<file path="src/rtl/booth_pkg.sv">
// Shared definitions for the radix-4 Booth multiplier datapath.
// Holds the partial-product geometry and the completion-counter width.
package booth_pkg;

  localparam int PP_W   = 16;
  localparam int NUM_PP = 4;
  localparam int CNT_W  = 8;

  typedef logic [PP_W-1:0] pp_t;

  // Two's complement add that drops the carry-out, matching the product width.
  function automatic pp_t pp_add(input pp_t a, input pp_t b);
    return a + b;
  endfunction

endpackage

</file>
<file path="src/rtl/pp_pipe_stage.sv">
// One valid/ready pipeline register with synchronous flush.
// The stage advances when it is empty or downstream is taking its contents;
// a stalled stage holds both data and valid so nothing is lost or repeated.
module pp_pipe_stage
  import booth_pkg::*;
#(
  parameter int DW = PP_W
) (
  input  logic          clk_i,
  input  logic          clr_i,
  input  logic          flush_i,
  input  logic          up_valid_i,
  input  logic [DW-1:0] up_data_i,
  output logic          up_ready_o,
  input  logic          dn_ready_i,
  output logic          dn_valid_o,
  output logic [DW-1:0] dn_data_o
);

  logic          valid_q, valid_d;
  logic [DW-1:0] data_q, data_d;
  logic          adv;

  assign adv        = !valid_q || dn_ready_i;
  assign up_ready_o = adv;
  assign dn_valid_o = valid_q;
  assign dn_data_o  = data_q;

  // Next state: flush empties the stage, otherwise advance takes whatever is offered.
  always_comb begin
    valid_d = valid_q;
    data_d  = data_q;
    if (flush_i) begin
      valid_d = 1'b0;
    end else if (adv) begin
      valid_d = up_valid_i;
      if (up_valid_i) begin
        data_d = up_data_i;
      end
    end
  end

  // Stage register with asynchronous clear.
  always_ff @(posedge clk_i or posedge clr_i) begin
    if (clr_i) begin
      valid_q <= 1'b0;
      data_q  <= '0;
    end else begin
      valid_q <= valid_d;
      data_q  <= data_d;
    end
  end

endmodule

</file>
<file path="src/rtl/pp_accum_pipe.sv">
// Partial-product accumulator for the 8-bit radix-4 Booth multiplier.
// Sums four pre-shifted, sign-extended partial products through a two-stage
// valid/ready adder tree: stage 1 holds pp0+pp1 and pp2+pp3, stage 2 holds
// the final product. All adds wrap modulo 2^W.
// Optional build macro PP_ACCUM_CNT_EN adds the 8-bit done_cnt output that
// counts completed output transfers (cleared by clr, untouched by flush).
module pp_accum_pipe
  import booth_pkg::*;
#(
  parameter int W = PP_W
) (
  input  logic             clk,
  input  logic             clr,
  input  logic [W-1:0]     pp0,
  input  logic [W-1:0]     pp1,
  input  logic [W-1:0]     pp2,
  input  logic [W-1:0]     pp3,
  input  logic             in_valid,
  output logic             in_ready,
  input  logic             flush,
  output logic [W-1:0]     product,
  output logic             out_valid,
  input  logic             out_ready
`ifdef PP_ACCUM_CNT_EN
  ,
  output logic [CNT_W-1:0] done_cnt
`endif
);

  logic [W-1:0]   s01_d, s23_d;
  logic [W-1:0]   s01_q, s23_q;
  logic [2*W-1:0] s1_data;
  logic [W-1:0]   sum_d;
  logic           s1_valid;
  logic           s2_adv;

  assign s01_d = pp0 + pp1;
  assign s23_d = pp2 + pp3;

  pp_pipe_stage #(.DW(2*W)) u_stage1 (
    .clk_i      (clk),
    .clr_i      (clr),
    .flush_i    (flush),
    .up_valid_i (in_valid),
    .up_data_i  ({s01_d, s23_d}),
    .up_ready_o (in_ready),
    .dn_ready_i (s2_adv),
    .dn_valid_o (s1_valid),
    .dn_data_o  (s1_data)
  );

  assign s01_q = s1_data[2*W-1:W];
  assign s23_q = s1_data[W-1:0];
  assign sum_d = s01_q + s23_q;

  pp_pipe_stage #(.DW(W)) u_stage2 (
    .clk_i      (clk),
    .clr_i      (clr),
    .flush_i    (flush),
    .up_valid_i (s1_valid),
    .up_data_i  (sum_d),
    .up_ready_o (s2_adv),
    .dn_ready_i (out_ready),
    .dn_valid_o (out_valid),
    .dn_data_o  (product)
  );

`ifdef PP_ACCUM_CNT_EN
  logic [CNT_W-1:0] done_cnt_q, done_cnt_d;

  assign done_cnt = done_cnt_q;

  // Count every product the downstream register actually takes.
  always_comb begin
    done_cnt_d = done_cnt_q;
    if (out_valid && out_ready) begin
      done_cnt_d = done_cnt_q + CNT_W'(1);
    end
  end

  // Completion counter survives flush; only clr resets it.
  always_ff @(posedge clk or posedge clr) begin
    if (clr) begin
      done_cnt_q <= '0;
    end else begin
      done_cnt_q <= done_cnt_d;
    end
  end
`endif

endmodule

</file>
<file path="config.mk">
export PLATFORM = sky130hd
export DESIGN_NAME = pp_accum_pipe
export DESIGN_NICKNAME = d
export VERILOG_FILES = /design/src/rtl/booth_pkg.sv /design/src/rtl/pp_pipe_stage.sv /design/src/rtl/pp_accum_pipe.sv
export SDC_FILE = /design/constraint.sdc
export NUM_CORES = 1
export LEC_CHECK = 0
export CAP_MARGIN = 30
export CORE_MARGIN = 2
export CORE_UTILIZATION = 56
export DETAILED_ROUTE_END_ITERATION = 16
export MAX_ROUTING_LAYER = met4
export PLACE_DENSITY = 0.87
export SLEW_MARGIN = 20
export SYNTH_ARGS = -nofsm -noshare
export SYNTH_HDL_FRONTEND = slang
export SYNTH_SLANG_ARGS = --single-unit
</file>
<file path="constraint.sdc">
create_clock -name clk -period 5.71 [get_ports clk]
set_input_delay 1.713 -clock clk [delete_from_list [all_inputs] [get_ports clk]]
set_output_delay 1.713 -clock clk [all_outputs]
set_load 0.02 [all_outputs]
</file>
==> results.json <==
{
  "status": "completed",
  "clk_latency_ns": 0.30,
  "postRouteAntennaNets": 0,
  "worstMarginPinSlew_ns": 0.719,
  "core_um2": 6830,
  "worst-endpoint-arrival_ns": 3.07,
  "die_w_um": 88.2,
  "maxSlewViolCount": 0,
  "startpoint_type": "primary input",
  "slew_headroom": 0.521,
  "gr-total-overflow": 0,
  "yosys_warnings": 0,
  "synth_nets": 581,
  "tns_ns": 0,
  "path_clk_slew_ns": 0.08,
  "vdd.ir_drop.worst_v": 0.000105,
  "seq_area_um2": 1250,
  "setup_viol": 0,
  "grt_pass1_vias": 3578,
  "numPortBuffers": 86,
  "drc": 0,
  "cts.sinks": 50,
  "post-route-period-util": 0.838,
  "ys_types": 56,
  "gp_congestion": 1.01,
  "root_buffer": "clkbuf_8",
  "endpoint_kind": "output pin",
  "grt_pass1_wl_um": 15700,
  "placed_cells": 635,
  "cp_top_family": "buffers and inverters",
  "synth_top_family_by_area": "compound AO/OA/AOI/OAI gates",
  "finalClockSkew_ns": 0.00565,
  "fmax_mhz": 209,
  "synth_compound_area_frac": 0.256,
  "hold_viol": 0,
  "power_density_nw_per_um2": 295,
  "num_io_pins": 87,
  "synth_fa_ha_area_frac": 0.157,
  "layout_common_cells": "clkdlybuf4s50_1, nand2_1, dfrtp_1",
  "seq_area_frac_synth": 0.315,
  "postCtsSetupBuffers": 0,
  "grt_max_degree": 43,
  "synth_cells": 464,
  "layout-drive-gt1-share": 0.0439,
  "path_buf_inv": 2,
  "cp_common_cell": "clkdlybuf4s50_1",
  "synth-xor-area-share": 0.0573,
  "r2r_setup_slack_ns": 3.09,
  "synth_ff_type": "dfrtp_1",
  "synth-simple-area-share": 0.190,
  "leakage_nw": 2.25,
  "syn_to_final_growth_pct": 27.0,
  "antennaDiodeCount": 0,
  "rows": 30,
  "via_count": 3783,
  "hold_buffers": 0,
  "cp_max_fo": 5,
  "holdCritPathClass": "reg2reg",
  "clock_path_buffers": 2,
  "synth_seq_cells": 50,
  "required_ns": 4.00,
  "max_stage_delay_ns": 0.55,
  "synthArstFlopShare": 1.00,
  "htreeDepth": 2,
  "viasPerCell": 5.88,
  "die_h_um": 88.2,
  "syn-cell-area_um2": 3970,
  "final_common_cell": "clkdlybuf4s50_1",
  "cts-buffers-inserted": 5,
  "place_hpwl_um": 7390,
  "cp_slowest_cell": "clkdlybuf4s50_1",
  "fillers": 519,
  "path_cells": "clkdlybuf4s50_1, nor2b_1, nand2_1, clkdlybuf4s50_1",
  "tritoncts": "done",
  "maxCapViolations": 0,
  "postCtsResizedCells": 0,
  "crit_type": "in2out",
  "multiInputGateArea_um2": 2630,
  "dieArea_um2": 7780,
  "routedWlPerCell_um": 14.4,
  "drt_iter0_markers": 178,
  "first_pass_iters": 5,
  "synth_edf_count": 0,
  "instances_no_fill": 643,
  "grt_usage": 0.259,
  "initial_core_util": 0.582,
  "wirelength_um": 9260,
  "syn_avg_cell_area_um2": 8.56,
  "antenna_found_initial": 0,
  "period_needed_ns": 4.78,
  "grt_setup_unrepaired": "no",
  "nets": 663,
  "yosys-mux-area-fraction": 0.00252
}
-- Yosys cell counts, types with 9 or more instances --
cell type   n  share of area
xor2_1     15          0.033
clkbuf_1   14          0.013
o21ai_0    39          0.049
ha_1       45           0.14
dfrtp_1    50           0.31
nand3_1    14          0.018
a21o_1     10          0.019
nand2_1    67          0.063
a21oi_1    32          0.040
xnor2_1    11          0.024
nor2_1     31          0.029
inv_1      10         0.0094
o21a_1      9          0.017
nor3_1     12          0.015
-- power by group --
part	internal, mW	leakage [nW]	switching, mW
registers	0.453	0.617	0.0629
clock network	0.122	0.0575	0.109
logic	0.348	1.57	0.390
-- cell type report --
type | instances | share of cell area
clock buffers | 8 | 0.0218
inverters | 10 | 0.00744
multi-input cells | 390 | 0.522
flip-flops and latches | 50 | 0.248
well taps | 96 | 0.0238
repair buffers | 89 | 0.177
-- tightest hold or removal path, cell delays in order (launching register included) --
cell and delay [ns]:
dfrtp_1 0.35, nand2_1 0.04, o21ai_0 0.06
-- through the flow --
stage | instance area (µm²) | setup WS (ns) | hold WS, ns | power [mW] | utilization
after floorplan | 3970 | 1.87 | 0.450 | 0.990 | -
after global placement | 4910 | 0.974 | 0.457 | 1.21 | 0.718
after detailed placement | 4930 | 0.927 | 0.466 | 1.25 | 0.722
after CTS | 5040 | 0.919 | 0.488 | 1.49 | 0.738
after global routing | 5040 | 0.841 | 0.514 | 1.60 | 0.738
final | 5040 | 0.925 | 0.481 | 1.49 | 0.738
-- path summary, 6_finish.rpt --
path	endpoint	depth (start not counted)	from
worst max-delay path	in_ready	4	out_ready
worst min-delay path	u_stage2.dn_data_o[9]	2	u_stage2.dn_data_o[9]
worst max register to register	u_stage2.dn_data_o[14]	8	u_stage1.dn_data_o[0]
worst min register to register	u_stage2.dn_data_o[9]	2	u_stage2.dn_data_o[9]
max in group asynchronous	u_stage1.dn_data_o[21]	3	clr
min in group asynchronous	u_stage2.dn_data_o[7]	2	clr
-- registers in the layout (all words and copies together) (netlist names) --
register and cells:
u_stage1.dn_data_o 32, u_stage1.dn_valid_o 1, u_stage2.dn_data_o 16, u_stage2.dn_valid_o 1
-- kinds of logic (layout without fill, tap and decap cells) --
family | after synthesis | in the layout
AOI/OAI and AO/OA | 154 | 154
muxes | 1 | 1
adders and majority gates | 48 | 48
DFF | 50 | 50
xor gates and xnor gates | 26 | 26
and+or+nand+nor | 161 | 161
buffers and inverters | 24 | 107
-- layer usage --
metal | global-route usage | share of wire | up-vias | wire (µm)
met5 | - | 0 | - | 0
met4 | 0.0840 | 0.022 | 0 | 202
met3 | 0.0336 | 0.043 | 25 | 394
met2 | 0.444 | 0.50 | 134 | 4650
met1 | 0.317 | 0.43 | 1749 | 4020
li1 | - | - | 1875 | -
No activity file was read; power rests on OpenSTA's default activity.
